## src/rtl/div_iter.sv

```systemverilog
// Multi-cycle radix-2 restoring divider for the E stage (DIV/DIVU).
// Quotient goes to LO, remainder to HI; div_ready holds the hazard unit until the result exists.
module div_iter #(
    parameter int WIDTH = 32
) (
    input  logic             clk,
    input  logic             rst,
    input  logic             div_en,
    input  logic             div_signed,
    input  logic [WIDTH-1:0] src_a,
    input  logic [WIDTH-1:0] src_b,
    input  logic             stall_e,
    input  logic             flush_e,
    output logic             div_ready,
    output logic             div_busy,
    output logic [WIDTH-1:0] quotient,
    output logic [WIDTH-1:0] remainder,
    output logic [1:0]       dbg_state
);

    localparam int CW = (WIDTH > 1) ? $clog2(WIDTH) : 1;

    localparam logic [1:0] S_IDLE = 2'd0;
    localparam logic [1:0] S_BUSY = 2'd1;
    localparam logic [1:0] S_DONE = 2'd2;

    logic [1:0]       r_state;
    logic [CW-1:0]    r_count;
    logic [WIDTH-1:0] r_rem;
    logic [WIDTH-1:0] r_quo;
    logic [WIDTH-1:0] r_div;
    logic             r_q_neg;
    logic             r_r_neg;
    logic [WIDTH-1:0] r_quotient;
    logic [WIDTH-1:0] r_remainder;

    logic [WIDTH-1:0] w_a_mag;
    logic [WIDTH-1:0] w_b_mag;
    logic [WIDTH:0]   w_shift;
    logic [WIDTH:0]   w_div_ext;
    logic [WIDTH:0]   w_diff;
    logic             w_ge;
    logic [WIDTH-1:0] w_rem_next;
    logic [WIDTH-1:0] w_quo_next;

    // -2^(W-1) negates to itself, which is its correct unsigned magnitude.
    always_comb begin
        w_a_mag = (div_signed && src_a[WIDTH-1]) ? -src_a : src_a;
        w_b_mag = (div_signed && src_b[WIDTH-1]) ? -src_b : src_b;
    end

    // One restoring step: r_quo shifts dividend bits out the top and quotient bits in at the bottom.
    always_comb begin
        w_shift    = {r_rem, r_quo[WIDTH-1]};
        w_div_ext  = {1'b0, r_div};
        w_diff     = w_shift - w_div_ext;
        w_ge       = (w_shift >= w_div_ext);
        w_rem_next = w_ge ? w_diff[WIDTH-1:0] : w_shift[WIDTH-1:0];
        w_quo_next = {r_quo[WIDTH-2:0], w_ge};
    end

    // Handshake: div_ready is high exactly while a finished result for the current E
    // instruction is held; the instruction consumes it on the first edge with !stall_e.
    always_ff @(posedge clk or posedge rst) begin
        if (rst) begin
            r_state     <= S_IDLE;
            r_count     <= '0;
            r_rem       <= '0;
            r_quo       <= '0;
            r_div       <= '0;
            r_q_neg     <= 1'b0;
            r_r_neg     <= 1'b0;
            r_quotient  <= '0;
            r_remainder <= '0;
        end else if (flush_e) begin
            r_state <= S_IDLE;
        end else begin
            case (r_state)
                S_IDLE: begin
                    if (div_en) begin
                        r_rem   <= '0;
                        r_quo   <= w_a_mag;
                        r_div   <= w_b_mag;
                        r_q_neg <= div_signed && (src_a[WIDTH-1] ^ src_b[WIDTH-1]);
                        r_r_neg <= div_signed && src_a[WIDTH-1];
                        r_count <= CW'(WIDTH - 1);
                        r_state <= S_BUSY;
                    end
                end
                S_BUSY: begin
                    // Losing div_en mid-divide means the instruction vanished; abandon it.
                    if (!div_en) begin
                        r_state <= S_IDLE;
                    end else begin
                        r_rem   <= w_rem_next;
                        r_quo   <= w_quo_next;
                        r_count <= r_count - CW'(1);
                        if (r_count == '0) begin
                            r_quotient  <= r_q_neg ? -w_quo_next : w_quo_next;
                            r_remainder <= r_r_neg ? -w_rem_next : w_rem_next;
                            r_state     <= S_DONE;
                        end
                    end
                end
                S_DONE: begin
                    if (!stall_e) begin
                        r_state <= S_IDLE;
                    end
                end
                default: r_state <= S_IDLE;
            endcase
        end
    end

    assign div_ready = (r_state == S_DONE);
    assign div_busy  = (r_state == S_BUSY);
    assign quotient  = r_quotient;
    assign remainder = r_remainder;
    assign dbg_state = r_state;

endmodule
```

## config.mk

```make
export PLATFORM = sky130hd
export DESIGN_NAME = div_iter
export DESIGN_NICKNAME = d
export VERILOG_FILES = /design/src/rtl/div_iter.sv
export SDC_FILE = /design/constraint.sdc
export NUM_CORES = 1
export LEC_CHECK = 0
export BUFFER_PORTS_ARGS = -buffer_cell sky130_fd_sc_hd__buf_4
export CAP_MARGIN = 20
export CELL_PAD_IN_SITES_DETAIL_PLACEMENT = 1
export CELL_PAD_IN_SITES_GLOBAL_PLACEMENT = 2
export CORE_MARGIN = 3
export CORE_UTILIZATION = 30
export DETAILED_ROUTE_END_ITERATION = 16
export GPL_ROUTABILITY_DRIVEN = 0
export GPL_TIMING_DRIVEN = 0
export PLACE_DENSITY_LB_ADDON = 0.1
export SYNTH_ARGS = -nofsm -noshare
export SYNTH_HDL_FRONTEND = slang
export SYNTH_SLANG_ARGS = --single-unit
```

## constraint.sdc

```tcl
create_clock -name clk -period 6.8 [get_ports clk]
set_input_delay 0.34 -clock clk [delete_from_list [all_inputs] [get_ports clk]]
set_output_delay 0.34 -clock clk [all_outputs]
set_load 0.02 [all_outputs]
```

==> metrics, run 1 <==
Combinational Power Share 0.264; min Tclk post-route approximately 6.4 ns; Slew HR 0.3538; Register-to-Register Path Depth 21; post-synthesis cell type count 84; vias per cell 5.291; final setup vio count 0; fin area 0.01433 mm2; mux cell area share after synthesis 0.02571; hold path endpoint dbg_state[1]; CP endpoint kind register; largest net degree at the start of global routing roughly 120; synth warn 0; # Post-CTS Setup Buffers 0; CTS Buf Count 17; largest family of logic cells by synthesized area compound AO/OA/AOI/OAI gates; Compound-Gate Fraction of Synth Area 0.2349; status finished clean; VDD IR max 0.0001620 V; CTS root buf clkbuf_16; Post-Synth XOR/XNOR Area 0.09545; Wirelength per Cell about 21 um; post-DP HPWL ~37000 um; Synth top area share 0.3518; CTS tree built; ys async rst share 1.000; vias in the first global route between 10000 and 15000; RSZ-0062 raised after global routing false; adder-cell share of the synthesized area 0.04122; Initial Util 0.3074; Max Clock Skew about 0.014 ns; Syn Std Cell Area 0.01202 mm2; Final ANT Viol Nets 0; Sw Ratio 0.3534; Final Hold Fails 0; pwr/cell area 204.5 mW/mm2; Clock Power Share 0.339; HP Class in2reg; number of H-tree levels 4; first-pass GRT wire length slightly above 70000 um; Mapped Cells between 1000 and 1500; Least-Margin Pin Slew 0.9635 ns; most instantiated cells after synthesis nand2_1 (212), dfrtp_1 (169), o21ai_0 (166), a21oi_1 (139), nor2_1 (116); ys flop type dfrtp_1; Cell Rows between 70 and 80; flops & latches, synth 169; Placed Area between 0.01 and 0.015 mm2; GRT overflow 0; hold_sp stall_e; total wire length between 40000 and 50000 um; Hold Path Cell Cnt 2; Synth area leader dfrtp_1; total clock sinks between 150 and 200; clk buf depth 2; drt initial violations roughly 530; RR Startpoint r_rem[12]; sequential cell area fraction in the yosys report 0.3518; GRT Total Usage 0.2173; # diodes 0; RR Endpoint remainder[26]; # IOs between 100 and 150; layout cell share with drive strength beyond 1 0.1325; Area Overhead vs Synth 19.17%; Tcrit/Tclk final 0.9416; Flop pwr share 0.397; net count after synthesis around 1600; Worst Setup Start Kind register; die width around 210 um; total via count in the routed design ~12000; die area 0.04251 mm2; top post-synthesis cells by area dfrtp_1 (35%), o21ai_0 (6.9%), nand2_1 (6.6%), xor2_1 (5.8%), a21oi_1 (5.8%); Die H approximately 200 um; Layout Nets 1757; DRC 0; Avg Cell Area, Syn approximately 8.1 um2; CP Class reg2reg; clk_lat worst skew between 0.4 and 0.5 ns; internal power 1.894 mW; initial antenna violation count 0; Pleak between 6 and 7 nW; fmax 156.2 MHz; port bufs 137; Post-synth EDFFs 0; total power draw 2.929 mW; Post-Synth Simple-Gate Area 0.2032; Reg clk slew, reported paths 0.07 ns; Worst R2R Setup Slack 0.40 ns; most frequent cell after synthesis nand2_1; Psw roughly 1.0 mW; max cap viols 0; max-slew violation count 0; CP Data Required Time 7.12 ns; CP arrival 6.72 ns; worst-path fanout max 10; core area 0.03910 mm2; Initial DRT Pass Iterations 7
-- timing repair --
item,CTS,global route
setup endpoints to repair,0,7
hold buffers,1,0
gates resized for setup,0,3
endpoints found under the hold margin,52,0
-- power by group through the flow --
| stage | Combinational (mW) | Clock [mW] | Sequential, mW |
|---|---|---|---|
| 2_1_floorplan | 0.512 | 0 | 1.16 |
| 3_3_place_gp | 0.765 | 0 | 1.18 |
| 3_5_place_dp | 0.774 | 0 | 1.18 |
| 4_1_cts | 0.779 | 1.02 | 1.16 |
| 5_1_grt | 0.869 | 1.06 | 1.18 |
| 6_report | 0.774 | 0.992 | 1.16 |
-- cell families (layout without fill, tap and decap cells) --
| family | count (synthesis) | count (layout) |
|---|---|---|
| fa+ha+maj | 39 | 39 |
| simple gates | 515 | 515 |
| xor+xnor | 131 | 131 |
| mux | 29 | 29 |
| buf+inv | 141 | 312 |
| flops | 169 | 169 |
| compound gates | 466 | 466 |
-- sequential cells by signal, indices dropped and copies added (netlist names) --
name	cells
dbg_state	2
quotient	32
r_count	5
r_div	32
r_q_neg	1
r_quo	32
r_r_neg	1
r_rem	32
remainder	32
-- worst max-delay path by stage --
stage              start             to  slack [ns]
4_1_cts        r_rem[12]  remainder[26]        0.29
3_3_place_gp         rst      r_div[12]       -0.63
5_1_grt         r_div[1]  remainder[26]       0.002
3_5_place_dp   r_rem[12]  remainder[26]        0.33
6_report       r_rem[12]  remainder[26]        0.40
2_1_floorplan   r_rem[2]  remainder[28]        1.76
-- final cells by class --
type / count / area (um2)
well taps: 518 / 648.1
fillers: 4807 / 24770
plain buffers: 84 / 360.3
multi-input cells: 1180 / 7226
inverters: 57 / 221.5
clock inverters: 11 / 113.9
flip-flops and latches: 169 / 4229
clock buffers: 21 / 460.4
repair buffers: 139 / 1066
-- per-stage QoR --
step | instances | hold WS [ns] | utilization | setup slack, ns | TNS, ns
CTS | 2179 | 0.09284 | 0.3662 | 0.2886 | 0
detailed placement | 2146 | 0.3843 | 0.3512 | 0.3326 | 0
finish | 2179 | 0.1198 | 0.3664 | 0.3969 | 0
global placement | 2145 | 0.4658 | 0.3503 | -0.6311 | -99.75
global route | 2179 | 0.09071 | 0.3664 | 0.001628 | 0
floorplan | 1490 | 0.4697 | - | 1.764 | 0
-- routing by layer --
layer,share of wire,track usage,vias to the layer above,wire [um]
li1,-,-,5612,-
met1,0.52,0.3261,5724,23620
met2,0.44,0.3369,166,20310
met3,0.030,0.03103,26,1359
met4,0.0079,0.03491,0,360
met5,0,0,-,0
-- cell usage in the layout, fill, tap and decap left out, drive strengths merged, types with 6 or more instances in the layout --
cell    instances
or2             6
o31ai          22
or3            17
ha             38
buf           157
nand2b          9
o41ai          15
nand4           8
xnor2          51
clkbuf         86
xor2           80
nand2         212
o21ai         188
a21o           11
dfrtp         169
mux2            6
nor4           17
nand3b          7
and4           12
a31oi          13
nand3          23
or4            15
and2           12
a211oi         13
mux2i          23
nor3b           7
nor3           30
a21oi         140
o21a            9
nor2b           8
and3            7
inv            60
nor2          116
-- critical path, stage by stage (launching register included) --
cell	delay (ns)
dfrtp_1	0.47
ha_1	0.31
clkbuf_1	0.34
nand4_1	0.26
nor4_1	0.52
nand4_1	0.22
o211ai_2	0.25
or2_4	0.24
buf_6	0.17
buf_6	0.19
buf_6	0.18
buf_2	0.31
mux2i_1	0.36
ha_1	0.27
inv_1	0.09
or4b_1	0.56
nor3_1	0.15
o21ai_0	0.16
nor4_1	0.70
a31oi_1	0.21
xor2_1	0.20
o21ai_1	0.08
Power figures use the tool's default switching activity.
==> inputs of run 2 (changes only) <==
--- a/config.mk
+++ b/config.mk
@@ -5,6 +5,7 @@
 export SDC_FILE = /design/constraint.sdc
 export NUM_CORES = 1
 export LEC_CHECK = 0
+export ABC_AREA = 1
 export BUFFER_PORTS_ARGS = -buffer_cell sky130_fd_sc_hd__buf_4
 export CAP_MARGIN = 20
 export CELL_PAD_IN_SITES_DETAIL_PLACEMENT = 1
==> metrics, run 2 <==
Syn Std Cell Area ~0.013 mm2; Layout Nets ~2200; core area 0.04129 mm2; DRC 0; HP Class in2reg; Worst path top cell family by delay simple AND/OR/NAND/NOR gates; top post-synthesis cells by area dfrtp_1 (33%), nand2_1 (19%), inv_1 (7.4%), o21ai_0 (6.1%), nand3_1 (5.6%); most instantiated cells after synthesis nand2_1 (634), inv_1 (249), nor2_1 (184), dfrtp_1 (169), o21ai_0 (155); Initial Util 0.3073; vias per cell between 4 and 5; Synth area leader dfrtp_1; # Post-CTS Setup Buffers 0; final setup vio count 0; die area around 0.045 mm2; die width 211.7 um; number of placed instances with taps included 2614; Avg Cell Area, Syn ~6.5 um2; ys flop type dfrtp_1; Wirelength per Cell approximately 19 um; Tcrit/Tclk final 0.6343; CP endpoint kind register; RR Endpoint quotient[30]; Slowest Stage Delay on Critical Path about 0.40 ns; synth warn 0; fmax between 200 and 250 MHz; critical path's slowest cell dfrtp_1; Max Clock Skew around 0.02 ns; pwr/cell area around 270 mW/mm2; Pleak ~8 nW; Placed Area approximately 0.014 mm2; flops & latches, synth between 150 and 200; # IOs 138; Mapped Cells between 1500 and 2000; Cell Rows 74; CP Class reg2reg; number of H-tree levels 4; net count after synthesis slightly above 2000; Post-Layout Cell Count about 2600; most frequent cell after synthesis nand2_1; post-synthesis cell type count 50; Worst Setup Start Kind register; most common cell after layout, fill and taps aside nand2_1; Least-Margin Pin Slew slightly below 0.9 ns; VDD IR max 0.0001464 V; hold_buf cts 1; Layout fillers roughly 5400; status finished clean; hold path endpoint dbg_state[1]; Initial DRT Pass Iterations 7; Reg clk slew, reported paths around 0.080 ns; total via count in the routed design around 13000; Min Hold Slack around 0.15 ns; RSZ-0062 raised after global routing false; min Tclk post-route about 4.3 ns; GRT Total Usage 0.2313; most frequent cell on the critical path nand2_1; RR Startpoint r_div[22]; sequential cell area fraction in the yosys report 0.3333; ys async rst share 1.000; clk buf depth 2; worst-path fanout max 10; Slew HR 0.4212; vias in the first global route ~14000; total wire length between 50000 and 60000 um; hold_sp stall_e; CP arrival roughly 4.6 ns; post-CTS resize count 0; most frequent cells in the layout nand2_1 (634), inv_1 (248), nor2_1 (184); Register-to-Register Path Depth 27; CP Data Required Time 7.13 ns; # diodes 0; Final ANT Viol Nets 0; port bufs 137; first-pass GRT wire length a little under 80000 um; CP bufs+invs 4; total clock sinks between 150 and 200; Worst R2R Setup Slack about 2.5 ns; max-slew violation count 0; clk_lat worst skew ~0.46 ns; Area Overhead vs Synth 18.46%; largest net degree at the start of global routing about 130; Hold Path Cell Cnt 3; CTS Buf Count 17; layout cell share with drive strength beyond 1 0.1225; Die H 211.7 um; Setup TNS Final 0 ns; CTS root buf clkbuf_16; post-DP HPWL ~42000 um; Synth top area share 0.3333; GRT overflow 0; drt initial violations ~790; Post-synth EDFFs 0; initial antenna violation count 0; max cap viols 0; fin area between 0.015 and 0.02 mm2; Final Hold Fails 0; CTS tree built
==> run 2: worst reg2reg max path: cells and delay by family (launching register included) <==
family | cells | cell delay, ns
xor+xnor | 1 | 0.17
fa+ha+maj | 2 | 0.56
simple gates | 18 | 2.12
compound gates | 2 | 0.33
buf+inv | 4 | 0.62
flops | 1 | 0.40
==> run 2: area by class of cell <==
type / count / area [um2] / area share
multi-input cells: 1453 / 7196 / 0.4787
inverters: 265 / 1002 / 0.06667
plain buffers: 57 / 270.3 / 0.01798
clock inverters: 11 / 136.4 / 0.009073
repair buffers: 139 / 1066 / 0.07092
flip-flops and latches: 169 / 4229 / 0.2813
clock buffers: 20 / 466.7 / 0.03105
well taps: 532 / 665.6 / 0.04428
==> run 2: worst max-delay path by stage <==
stage / slack, ns / from / cells past startpoint / to
final: 2.49 / r_div[22] / 27 / quotient[30]
after global routing: 1.97 / r_div[22] / 27 / quotient[30]
after CTS: 2.46 / r_div[24] / 27 / quotient[30]
after global placement: -0.50 / rst / 2 / remainder[29]
after floorplan: 1.88 / rst / 1 / dbg_state[0]
after detailed placement: 2.45 / r_div[24] / 27 / quotient[30]
==> run 2: stage by stage <==
stage                 util  power (mW)  worst slack, ns
floorplan                -       2.479            1.885
global placement    0.3483       3.064          -0.4952
detailed placement  0.3492       3.101            2.451
CTS                 0.3640       4.147            2.457
global route        0.3640       4.434            1.969
finish              0.3640       4.116            2.487
==> run 2: report_power, final <==
group          switching, mW  internal (mW)
logic                   1.29          0.570
clock network          0.458          0.576
registers              0.114           1.11
==> run 2: logic make-up (layout without fill, tap and decap cells) <==
kind of cell / after synthesis / after routing / share of synthesized area
buffers and inverters: 322 / 492 / 0.09968
xor gates and xnor gates: 73 / 73 / 0.05038
AOI/OAI and AO/OA: 264 / 264 / 0.1154
DFF: 169 / 169 / 0.3333
adders and majority gates: 39 / 39 / 0.03905
and+or+nand+nor: 1077 / 1077 / 0.3623
==> run 2: routing by layer <==
metal  up-vias  part of all wire  GRT usage
li1       6472                 -          -
met1      6315              0.48     0.3134
met2       158              0.48     0.3966
met3        35             0.024    0.02697
met4         0             0.017    0.05358
met5         -                 0          0
==> inputs of run 3 (changes only) <==
==> constraint.sdc (replaced) <==
create_clock -name clk -period 4.1 [get_ports clk]
set_input_delay 0.205 -clock clk [delete_from_list [all_inputs] [get_ports clk]]
set_output_delay 0.205 -clock clk [all_outputs]
set_load 0.02 [all_outputs]
==> metrics, run 3 (synthesis gave the netlist of run 2 again) <==
status finished clean; CP Data Required Time about 4.4 ns; HP Class in2reg; Sw Ratio 0.4524; final setup vio count 0; pwr/cell area between 400 and 500 mW/mm2; Worst setup startpoint r_div[31]; CP endpoint kind register; hold_sp flush_e; DRC 0; Psw slightly above 3 mW; # IOs 138; max cap viols 0; Clock Power Share 0.245; Flop pwr share 0.297; CTS root buf clkbuf_16; Tcrit/Tclk final 0.9376; setup slack after layout around 0.26 ns; Min Hold Slack 0.02894 ns; most common cell after layout, fill and taps aside nand2_1; die area between 0.04 and 0.05 mm2; die width between 200 and 250 um; CTS Buf Count 17; vias per cell just under 5; layout cell share with drive strength beyond 1 0.1481; Cell Rows 74; initial antenna violation count 0; footprint of the multi-input gates ~0.0074 mm2; Layout fillers roughly 5400; Layout Nets 2223; first-pass GRT wire length 78820 um; RR Startpoint r_div[31]; Final Hold Fails 0; largest net degree at the start of global routing 39; VDD IR max ~0.00031 V; # diodes 0; Die H approximately 210 um; total clock sinks between 150 and 200; Reg clk slew, reported paths approximately 0.07 ns; total via count in the routed design ~13000; CTS tree built; vias in the first global route approximately 13000; port bufs about 140; Area Overhead vs Synth 20.77%; Pleak 7.879 nW; Max Clock Skew between 0.008 and 0.009 ns; post-DP HPWL 42360 um; Final ANT Viol Nets 0; Placement Setup Slack -0.2154 ns; CP Class reg2reg; Combinational Power Share 0.458; internal power around 3.8 mW; clk_lat worst skew between 0.4 and 0.5 ns; min Tclk post-route approximately 3.8 ns; number of H-tree levels 4; fmax ~260 MHz; GRT overflow 0; Hold Path Cell Cnt 4; drt initial violations just under 700; most frequent cells in the layout nand2_1 (627), inv_1 (238), nor2_1 (180); Wirelength per Cell about 19 um; clk buf depth 2; register area around 0.0042 mm2; Worst Setup Start Kind register; Register-to-Register Path Depth 23; Slew HR 0.4510; total wire length approximately 51000 um; worst-path fanout max 10; Initial DRT Pass Iterations 4; Least-Margin Pin Slew 0.8235 ns; Initial Util 0.3073; CP arrival 4.16 ns; max-slew violation count 0; core area about 0.041 mm2; GRT Total Usage 0.2312
## run 3: changes by cell type in the layout (fill, tap and decap cells not counted), sizes merged
cell | before | now
dlygate4sd3 | 1 | 2
clkbuf | 65 | 64
buf | 150 | 161
clkinvlp | 1 | 4
inv | 269 | 266
clkinv | 4 | 6
## run 3: final cells by class
| cell class | count | share of cell area |
|---|---|---|
| multi-input cells | 1453 | 0.4810 |
| flip-flops and latches | 169 | 0.2762 |
| repair buffers | 151 | 0.07756 |
| inverters | 265 | 0.06596 |
| well taps | 532 | 0.04343 |
| clock buffers | 19 | 0.02890 |
| plain buffers | 57 | 0.01763 |
| clock inverters | 13 | 0.009307 |
## run 3: path summary, 6_finish.rpt
| check | to | slack, ns |
|---|---|---|
| setup / recovery | quotient[30] | 0.26 |
| hold / removal | dbg_state[1] | 0.03 |
| setup reg to reg | quotient[30] | 0.26 |
| hold reg to reg | remainder[24] | 0.48 |
| max in group asynchronous | r_div[0] | 2.22 |
| min in group asynchronous | remainder[20] | 0.45 |
## run 3: worst max-delay path, stage by stage, from the launching register on
cell	delay [ns]
dfrtp_1	0.36
inv_1	0.21
ha_1	0.33
nand2_1	0.19
nor2_1	0.07
a21oi_1	0.15
nand2_1	0.12
nor2_4	0.17
nand2_4	0.07
buf_8	0.15
clkinv_8	0.08
ha_2	0.17
nand2_1	0.06
nor2_2	0.16
nand2_2	0.08
nor2_2	0.13
nand4_1	0.16
nor2_2	0.18
nand3_2	0.11
nor2_4	0.14
nand4_1	0.18
o21ai_2	0.20
xor2_1	0.14
o21ai_0	0.09
## run 3: timing repair
item | CTS | global route
hold endpoints to repair | 33 | 0
resized for setup | 3 | 53
pin swaps | 1 | 9
setup buffers | 1 | 7
hold buffers | 2 | 0
setup endpoints to repair | 4 | 7
## run 3: power groups by stage
stage          combinational, mW  sequential, mW  clock (mW)
5_1_grt                     3.59            2.07        1.79
3_5_place_dp                3.08            2.07           0
2_1_floorplan               2.10            2.01           0
4_1_cts                     3.10            2.04        1.72
3_3_place_gp                3.02            2.06           0
6_report                    3.16            2.05        1.69
## run 3: routing by layer
layer	vias up	part of all wire	global-route usage
met5	-	0	0
met4	0	0.018	0.05889
met3	42	0.029	0.02756
met2	210	0.47	0.3862
met1	6274	0.48	0.3191
li1	6498	-	-
## run 3: stage by stage
stage / area, um2 / setup TNS (ns) / power, mW / std cells / utilization
finish: 15330 / 0 / 6.895 / 2659 / 0.3711
global route: 15330 / -0.03519 / 7.454 / 2659 / 0.3711
CTS: 15090 / 0 / 6.858 / 2652 / 0.3654
detailed placement: 14470 / -0.6272 / 5.144 / 2617 / 0.3504
global placement: 14390 / -0.4710 / 5.084 / 2613 / 0.3484
floorplan: 12690 / 0 / 4.111 / 1944 / -
